<file path="config.mk">
export PLATFORM = sky130hd
export DESIGN_NAME = pipeline_ctrl
export DESIGN_NICKNAME = d
export VERILOG_FILES = /design/src/rtl/pipe_ctrl_pkg.sv /design/src/rtl/pipe_fwd_sel.sv /design/src/rtl/pipeline_ctrl.sv
export SDC_FILE = /design/constraint.sdc
export NUM_CORES = 1
export LEC_CHECK = 0
export CAP_MARGIN = 20
export CORE_MARGIN = 4
export CORE_UTILIZATION = 45
export DETAILED_ROUTE_END_ITERATION = 10
export PLACE_DENSITY = 0.79
export SLEW_MARGIN = 0
export SYNTH_ARGS = -nofsm -noshare
export SYNTH_HDL_FRONTEND = slang
export SYNTH_HIERARCHICAL = 1
export SYNTH_SLANG_ARGS = --single-unit
export TNS_END_PERCENT = 100
</file>
<file path="constraint.sdc">
create_clock -name clk -period 4.3 [get_ports clk]
set_input_delay 0.86 -clock clk [delete_from_list [all_inputs] [get_ports clk]]
set_output_delay 0.86 -clock clk [all_outputs]
set_load 0.02 [all_outputs]
</file>
<file path="src/rtl/pipe_ctrl_pkg.sv">
// Shared types and constants for the pipeline hazard/flush/stall controller.
// Enumerator names follow the encodings the datapath decodes directly.
package pipe_ctrl_pkg;

    typedef enum logic {
        RUN      = 1'b0,
        MEM_WAIT = 1'b1
    } state_t;

    typedef enum logic [1:0] {
        FWD_REG = 2'b00,
        FWD_WB  = 2'b01,
        FWD_MEM = 2'b10
    } fwd_t;

    localparam int unsigned XZR = 31;

endpackage

</file>
<file path="src/rtl/pipe_fwd_sel.sv">
// Forwarding source select for one EX operand: the MEM-stage result wins over the WB result,
// and the zero register is never forwarded.
module pipe_fwd_sel
    import pipe_ctrl_pkg::*;
#(
    parameter int unsigned RA_W = 5
) (
    input  logic [RA_W-1:0] srcReg,
    input  logic [RA_W-1:0] memRd,
    input  logic            memWrite,
    input  logic [RA_W-1:0] wbRd,
    input  logic            wbWrite,
    output fwd_t            fwdSel
);

    localparam logic [RA_W-1:0] ZeroReg = RA_W'(XZR);

    always_comb begin
        fwdSel = FWD_REG;
        if (srcReg != ZeroReg) begin
            if (memWrite && (memRd == srcReg)) begin
                fwdSel = FWD_MEM;
            end else if (wbWrite && (wbRd == srcReg)) begin
                fwdSel = FWD_WB;
            end
        end
    end

endmodule

</file>
<file path="src/rtl/pipeline_ctrl.sv">
// Hazard, flush and stall controller: drives every pipeline-register enable/flush, tracks
// per-register valid bits, resolves forwarding and keeps saturating performance counters.
module pipeline_ctrl
    import pipe_ctrl_pkg::*;
#(
    parameter  int unsigned STAGES     = 5,
    parameter  int unsigned RA_W       = 5,
    parameter  int unsigned BRANCH_REG = 2,
    parameter  int unsigned CNT_W      = 32,
    localparam int unsigned NREG       = STAGES - 1
) (
    input  logic             clk,
    input  logic             reset,
    input  logic [RA_W-1:0]  id_rs1,
    input  logic [RA_W-1:0]  id_rs2,
    input  logic [RA_W-1:0]  ex_rs1,
    input  logic [RA_W-1:0]  ex_rs2,
    input  logic [RA_W-1:0]  ex_rd,
    input  logic             ex_memRead,
    input  logic [RA_W-1:0]  mem_rd,
    input  logic             mem_regWrite,
    input  logic             mem_memAccess,
    input  logic [RA_W-1:0]  wb_rd,
    input  logic             wb_regWrite,
    input  logic             branch_taken,
    input  logic             dmem_ready,
    output logic             pc_enable,
    output logic [NREG-1:0]  reg_enable,
    output logic [NREG-1:0]  reg_flush,
    output logic [NREG-1:0]  reg_valid,
    output logic [1:0]       forwardA,
    output logic [1:0]       forwardB,
    output logic             stall,
    output logic [CNT_W-1:0] stall_cycles,
    output logic [CNT_W-1:0] flush_events
);

    localparam logic [RA_W-1:0] ZeroReg = RA_W'(XZR);
    localparam int unsigned     ExReg   = 1;
    localparam int unsigned     MemReg  = 2;
    localparam int unsigned     WbReg   = 3;

    state_t           stateQ, stateD;
    logic [NREG-1:0]  validQ, validD, prevValid;
    logic [CNT_W-1:0] stallCntQ, stallCntD, flushCntQ, flushCntD;
    logic             memHold, freeze, branchHit, redirect, loadUse;
    fwd_t             fwdA, fwdB;

    always_comb begin
        memHold   = validQ[MemReg] && mem_memAccess && !dmem_ready;
        branchHit = branch_taken && validQ[BRANCH_REG];
        loadUse   = validQ[ExReg] && ex_memRead && (ex_rd != ZeroReg)
                    && ((ex_rd == id_rs1) || (ex_rd == id_rs2));

        // The cycle that enters MEM_WAIT is already frozen; the ready cycle is not.
        stateD = stateQ;
        freeze = 1'b0;
        unique case (stateQ)
            RUN: begin
                freeze = memHold;
                if (memHold) stateD = MEM_WAIT;
            end
            MEM_WAIT: begin
                freeze = !dmem_ready;
                if (dmem_ready) stateD = RUN;
            end
            default: stateD = RUN;
        endcase

        pc_enable  = 1'b1;
        reg_enable = '1;
        reg_flush  = '0;
        stall      = 1'b0;
        redirect   = 1'b0;
        if (freeze) begin
            pc_enable  = 1'b0;
            reg_enable = '0;
        end else if (branchHit) begin
            redirect = 1'b1;
            for (int i = 0; i < int'(NREG); i++) begin
                if (i <= int'(BRANCH_REG)) reg_flush[i] = 1'b1;
            end
        end else if (loadUse) begin
            stall         = 1'b1;
            pc_enable     = 1'b0;
            reg_enable[0] = 1'b0;
            reg_flush[1]  = 1'b1;
        end

        // R0 fills with a fresh instruction; every later register takes its predecessor.
        prevValid = {validQ[NREG-2:0], 1'b1};
        validD    = validQ;
        for (int i = 0; i < int'(NREG); i++) begin
            if (reg_flush[i]) begin
                validD[i] = 1'b0;
            end else if (reg_enable[i]) begin
                validD[i] = prevValid[i];
            end
        end

        stallCntD = stallCntQ;
        if ((stall || freeze) && (stallCntQ != '1)) stallCntD = stallCntQ + CNT_W'(1);
        flushCntD = flushCntQ;
        if (redirect && (flushCntQ != '1)) flushCntD = flushCntQ + CNT_W'(1);
    end

    always_ff @(posedge clk or negedge reset) begin
        if (!reset) begin
            stateQ    <= RUN;
            validQ    <= '0;
            stallCntQ <= '0;
            flushCntQ <= '0;
        end else begin
            stateQ    <= stateD;
            validQ    <= validD;
            stallCntQ <= stallCntD;
            flushCntQ <= flushCntD;
        end
    end

    pipe_fwd_sel #(.RA_W(RA_W)) u_fwdA (
        .srcReg   (ex_rs1),
        .memRd    (mem_rd),
        .memWrite (validQ[MemReg] && mem_regWrite),
        .wbRd     (wb_rd),
        .wbWrite  (validQ[WbReg] && wb_regWrite),
        .fwdSel   (fwdA)
    );

    pipe_fwd_sel #(.RA_W(RA_W)) u_fwdB (
        .srcReg   (ex_rs2),
        .memRd    (mem_rd),
        .memWrite (validQ[MemReg] && mem_regWrite),
        .wbRd     (wb_rd),
        .wbWrite  (validQ[WbReg] && wb_regWrite),
        .fwdSel   (fwdB)
    );

    assign forwardA     = fwdA;
    assign forwardB     = fwdB;
    assign reg_valid    = validQ;
    assign stall_cycles = stallCntQ;
    assign flush_events = flushCntQ;

endmodule

</file>
==> Word level (Yosys, flattened, before mapping) <==
Index checks and enable logic that the tools add are counted.
{ "totals": {"regBits": 69, "inputBits": 43, "output_inout_bits": 82, "word_cells": 68} }
{ "classes": {"addsub": 2, "n_eq_ne": 11, "mux": 27, "bitwise_logic": 1, "reduce_logical": 20} }
{ "op_table": {"columns": ["cell", "n"], "rows": [
  ["32-bit by 1-bit adder with 32-bit output (second input constant)", 2],
  ["32-bit != test (second input constant)", 2],
  ["5-bit equality test", 6],
  ["1-bit two-way mux", 19],
  ["5-bit != test (second input constant)", 3],
  ["1-bit logical AND", 14],
  ["2-bit two-way mux", 4],
  ["3-bit two-way mux", 2],
  ["2-bit nonzero test", 3],
  ["1-bit case mux with 2 select lines", 2],
  ["1-bit logical OR", 2],
  ["1-bit logical NOT", 1],
  ["1-bit NOT", 1]
]} }

==> Longest topological paths before layout <==
{ "logic_depth": {"depth_word": 8, "ltp_mapped": 8, "mapped_depth_nobuf": 7} }

==> Cells and area by module <==
The synthesis kept the hierarchy.
{ "by_module_without_submodules": {"columns": ["mod", "n_inst", "cells_per_inst", "area_each_um2", "seq_area_each_um2"], "rows": [
  ["pipeline_ctrl", 1, 334, 3530.9, 1726.7],
  ["pipe_fwd_sel", 2, 19, 148.9, 0.0]
]} }

==> Worst setup path before layout <==
Ideal clock, no wire load.
{ "synth_path": {"path_type": "input port to output port", "from": "input port ex_rd[2]", "to": "output port reg_enable[0]", "arrival_ps": 2074, "required_ps": 3440, "path_slack_ps": 1366, "stages": 5, "path_buffers": 1, "path_cell_list": "nand3_1 -> o211ai_1 -> nor2_1 -> a21oi_1 -> buf_4"} }
{ "synth_via": {"elab_chain_len": 6, "elab_cells_between_ends": 9, "classes_between": "eq/ne (3); mux (3); reduce/logical (3)"} }
{ "synth_lines": {"columns": ["item", "line", "source"], "rows": [
  ["start, declared", "pipeline_ctrl.sv:18", "input logic [RA_W-1:0] ex_rd,"],
  ["5-bit != test / 5-bit equality test (equally long branches)", "pipeline_ctrl.sv:52, pipeline_ctrl.sv:53", null],
  ["1-bit logical AND / 1-bit logical OR (equally long branches)", "pipeline_ctrl.sv:52, pipeline_ctrl.sv:53", null],
  ["1-bit logical AND *", "pipeline_ctrl.sv:53", "&& ((ex_rd == id_rs1) || (ex_rd == id_rs2));"],
  ["1-bit two-way mux * (3 in a row)", null, null],
  ["end, declared", "pipeline_ctrl.sv:28", "output logic [NREG-1:0] reg_enable,"]
]} }
Mark *: on every way between the ends. The rest lies on a longest branch, timed or not.

==> Worst setup path in the final report <==
{ "layout_path": {"from": "input port ex_rd[4]", "to": "output port stall"} }
{ "layout_via": {"elab_chain_len": 6, "elab_cells_between_ends": 9, "classes_between": "eq/ne (3); mux (3); reduce/logical (3)"} }
{ "layout_lines": {"columns": ["item", "line", "source"], "rows": [
  ["5-bit != test / 5-bit equality test (equally long branches)", "pipeline_ctrl.sv:52, pipeline_ctrl.sv:53", null],
  ["1-bit logical AND / 1-bit logical OR (equally long branches)", "pipeline_ctrl.sv:52, pipeline_ctrl.sv:53", null],
  ["1-bit logical AND *", "pipeline_ctrl.sv:53", null],
  ["1-bit two-way mux *", "pipeline_ctrl.sv:83", "end else if (loadUse) begin"],
  ["1-bit two-way mux *", "pipeline_ctrl.sv:78", "end else if (branchHit) begin"],
  ["1-bit two-way mux *", "pipeline_ctrl.sv:75", "if (freeze) begin"],
  ["end, declared", "pipeline_ctrl.sv:33", "output logic stall,"]
]} }
Marks and branches as above.

==> impl_results.md <==
* Aggregate routed wire length at 9370 um
* Area occupied by registers at 0.00173 mm2
* Placed inst area at 0.00513 mm2
* Worst reg2reg setup slack at 2.06 ns
* 1st-iter DRT viols at 69
* Ports at 125
* Total power consumption of the routed design at 0.00177 W
* Length in cells of the worst reg-to-reg path at 7
* Routed WL per cell at 15.4 um
* Unrepaired setup endpoints after global routing: false
* Setup-violating endpoint count in the final report at 0
* Global-route wire length before repair at 15,700 um
* Initial Utilization at 46.4%
* Leading post-synthesis cells by cell area: dfrtp_1 45%, xnor2_1 13%, xor2_1 7.5%
* Count of flip-flops with a built-in enable after synthesis at 0
* Critical path class: input pin to output port
* Post-synthesis area per instance at 10.3 um2
* Std-Cell Rows at 33
* Number of buffers added to fix hold violations after cts at 0
* HPWL reported at the end of detailed placement at 7280 um
* CTS sink count at 69
* Post-synthesis cell type with the largest combined area: dfrtp_1
* Chip Height at 100 um
* VDD IR-drop max at 0.313 mV
* Most common cell after layout, fill and taps aside: clkdlybuf4s50_1
* P per Cell Area at 334 mW/mm2
* Capture point of the worst reg-to-reg path: stall_cycles[4]$_DFFE_PN0P_
* Final critical-path share of the clock period at 90.6%
* Area occupied by multi-input gates at 0.00198 mm2
* Run status: finished, final reports clean
* Count of different cell masters after synthesis at 43
* Setup tns final at 0 ns
* Buffer type at the clock tree root: clkbuf_8
* Netlist area before placement at 0.00383 mm2
* Worst-case clock buffer depth at 2
* Setup crit start kind: input pin
* Number of instances in the synthesized netlist at 372
* Total count of max-transition violations in the final report at 0
* Layout net count at 545
* Core Util, Final at 64.2%
* Worst-Margin Slew at 0.535 ns
* Latest clock arrival within the worst-skew pair at 0.33 ns
* Total number of vias at 3,193
* GRT Util Overall at 19.5%
* Min-Delay Path Class: input pin to async pin
* Final Instance Area at 0.00531 mm2
* Data arrival time of the worst path at 3.03 ns
* Area growth from synthesis to layout at 38.6%
* Clock slew at reported path FFs at 0.07 ns
* Share of flip-flops with an asynchronous set or reset after synthesis at 100%
* Total clock buffers created by CTS at 9
* Pre-Repair DR Iteration Count at 4
* Antenna violations before repair at 0
* Flop and latch count out of synthesis at 69
* Number of global-route vias before repair at 3,252
* CTS tree: done
* Post-CTS Resized at 0
* Number of max-cap violations at 0
* Number of hold violations in the final report at 0
* Horizontal die dimension at 100 um
* Post CTS Setup Buffer Count at 0
* Pin count of the biggest net entering global routing at 50
* Top library cells by usage in the layout, fill and taps aside: 122 x clkdlybuf4s50_1, 69 x dfrtp_1, 58 x xnor2_1
* Fin worst setup slack at 0.405 ns
* Routability congestion estimate from global placement at 0.844
* Filler Cells Inserted at 688
* # port buffers at 123
* Worst reg2reg path startpoint: stall_cycles[0]$_DFFE_PN0P_
* Fraction of the yosys area taken by sequential cells at 45.1%
* Data required time of the critical path at 3.44 ns
* Via density at 5.24
* Leakage at 2.31 nW
* Diode count at 0
* Syn_nets at 417
* Post-route DRC violation count at 0
* Area share of the largest cell type after synthesis at 45.1%
* Yosys warns at 6
* H-tree depth at 3
* Fraction of layout instances using a drive strength above 1 at 9.72%
* Std-Cell Core Area at 0.00826 mm2
* Setup Slack @ Placement at 0.382 ns
* Global-route congestion overflow total at 0
* Minimum period implied by the final worst setup slack at 3.89 ns
* Worst slew margin relative to its limit at 64.3%
* Worst clock skew at 0.00515 ns
* Fmax at 257 MHz
* Crit path capture type: output port
* Remaining antenna violation count after routing at 0
* Most used flip-flop cell after synthesis: dfrtp_1
* CP Launch Point: ex_rd[4]
* Crit path max fanout at 3
* Die area at 0.0100 mm2
* Crit path to: stall
-- critical path: stages --
cell,delay (ns)
clkdlybuf4s50_1,0.55
xnor2_1,0.14
nand3_1,0.10
o22ai_1,0.32
nor2b_1,0.25
nand2_1,0.12
nor2_1,0.10
clkdlybuf4s50_1,0.60
-- registers in the layout, indices dropped and copies added (netlist names) --
name          count
flush_events     32
reg_valid         4
stall_cycles     32
stateQ            1
-- cells by family (layout without fill, tap and decap cells) --
kind of cell / count (synthesis) / after routing / share of synthesized area [%]
buffers and inverters: 21 / 153 / 3.14
flip-flops: 69 / 69 / 45.1
AND/OR/NAND/NOR: 173 / 173 / 26.7
XOR/XNOR: 91 / 91 / 20.8
other: 1 / 1 / 0.0979
adder cells (fa/ha/maj): 2 / 2 / 0.653
multiplexers: 3 / 3 / 0.882
AO/OA/AOI/OAI: 12 / 12 / 2.58
-- metal layers --
layer	vias to the layer above	wire length (um)	GRT usage, %
met1	1552	3960	25.5
li1	1521	-	-
met3	18	637	6.53
met4	0	191	5.60
met5	-	0	0
met2	102	4570	31.0
-- metrics by stage --
step	hold WS [ns]	std cells
5_1_grt	0.445	609
6_report	0.438	609
3_3_place_gp	0.475	593
2_1_floorplan	0.564	372
4_1_cts	0.497	608
3_5_place_dp	0.487	593
-- synthesized netlist by cell type, drive strengths merged, types with 3 or more instances --
cell type / n
and2: 5
and3: 13
and4: 8
buf: 8
dfrtp: 69
inv: 12
mux2: 3
nand2: 41
nand3: 28
nand4: 22
nor2: 32
nor3: 12
nor4: 4
o211ai: 3
o21ai: 3
xnor2: 58
xor2: 33
-- power by group --
part / leakage, nW / switching [W] / internal, W / total, W
Clock: 0.0833 / 0.000225 / 0.000221 / 0.000446
Combinational: 1.32 / 0.000281 / 0.000255 / 0.000535
Sequential: 0.903 / 0.0000847 / 0.000708 / 0.000793
-- cell type report --
type,count,area share (%)
clock inverters,2,0.189
well taps,105,2.48
repair buffers,126,23.8
flip-flops and latches,69,32.5
multi-input cells,282,37.4
inverters,12,0.849
clock buffers,13,2.81
-- worst min-delay path by stage --
stage	endpoint	slack (ns)	depth (start not counted)
finish	flush_events[5]$_DFFE_PN0P_	0.44	1
global route	flush_events[5]$_DFFE_PN0P_	0.44	1
CTS	flush_events[18]$_DFFE_PN0P_	0.50	1
detailed placement	flush_events[18]$_DFFE_PN0P_	0.49	1
global placement	flush_events[18]$_DFFE_PN0P_	0.48	1
floorplan	flush_events[0]$_DFFE_PN0P_	0.56	0
Power figures use the tool's default switching activity.
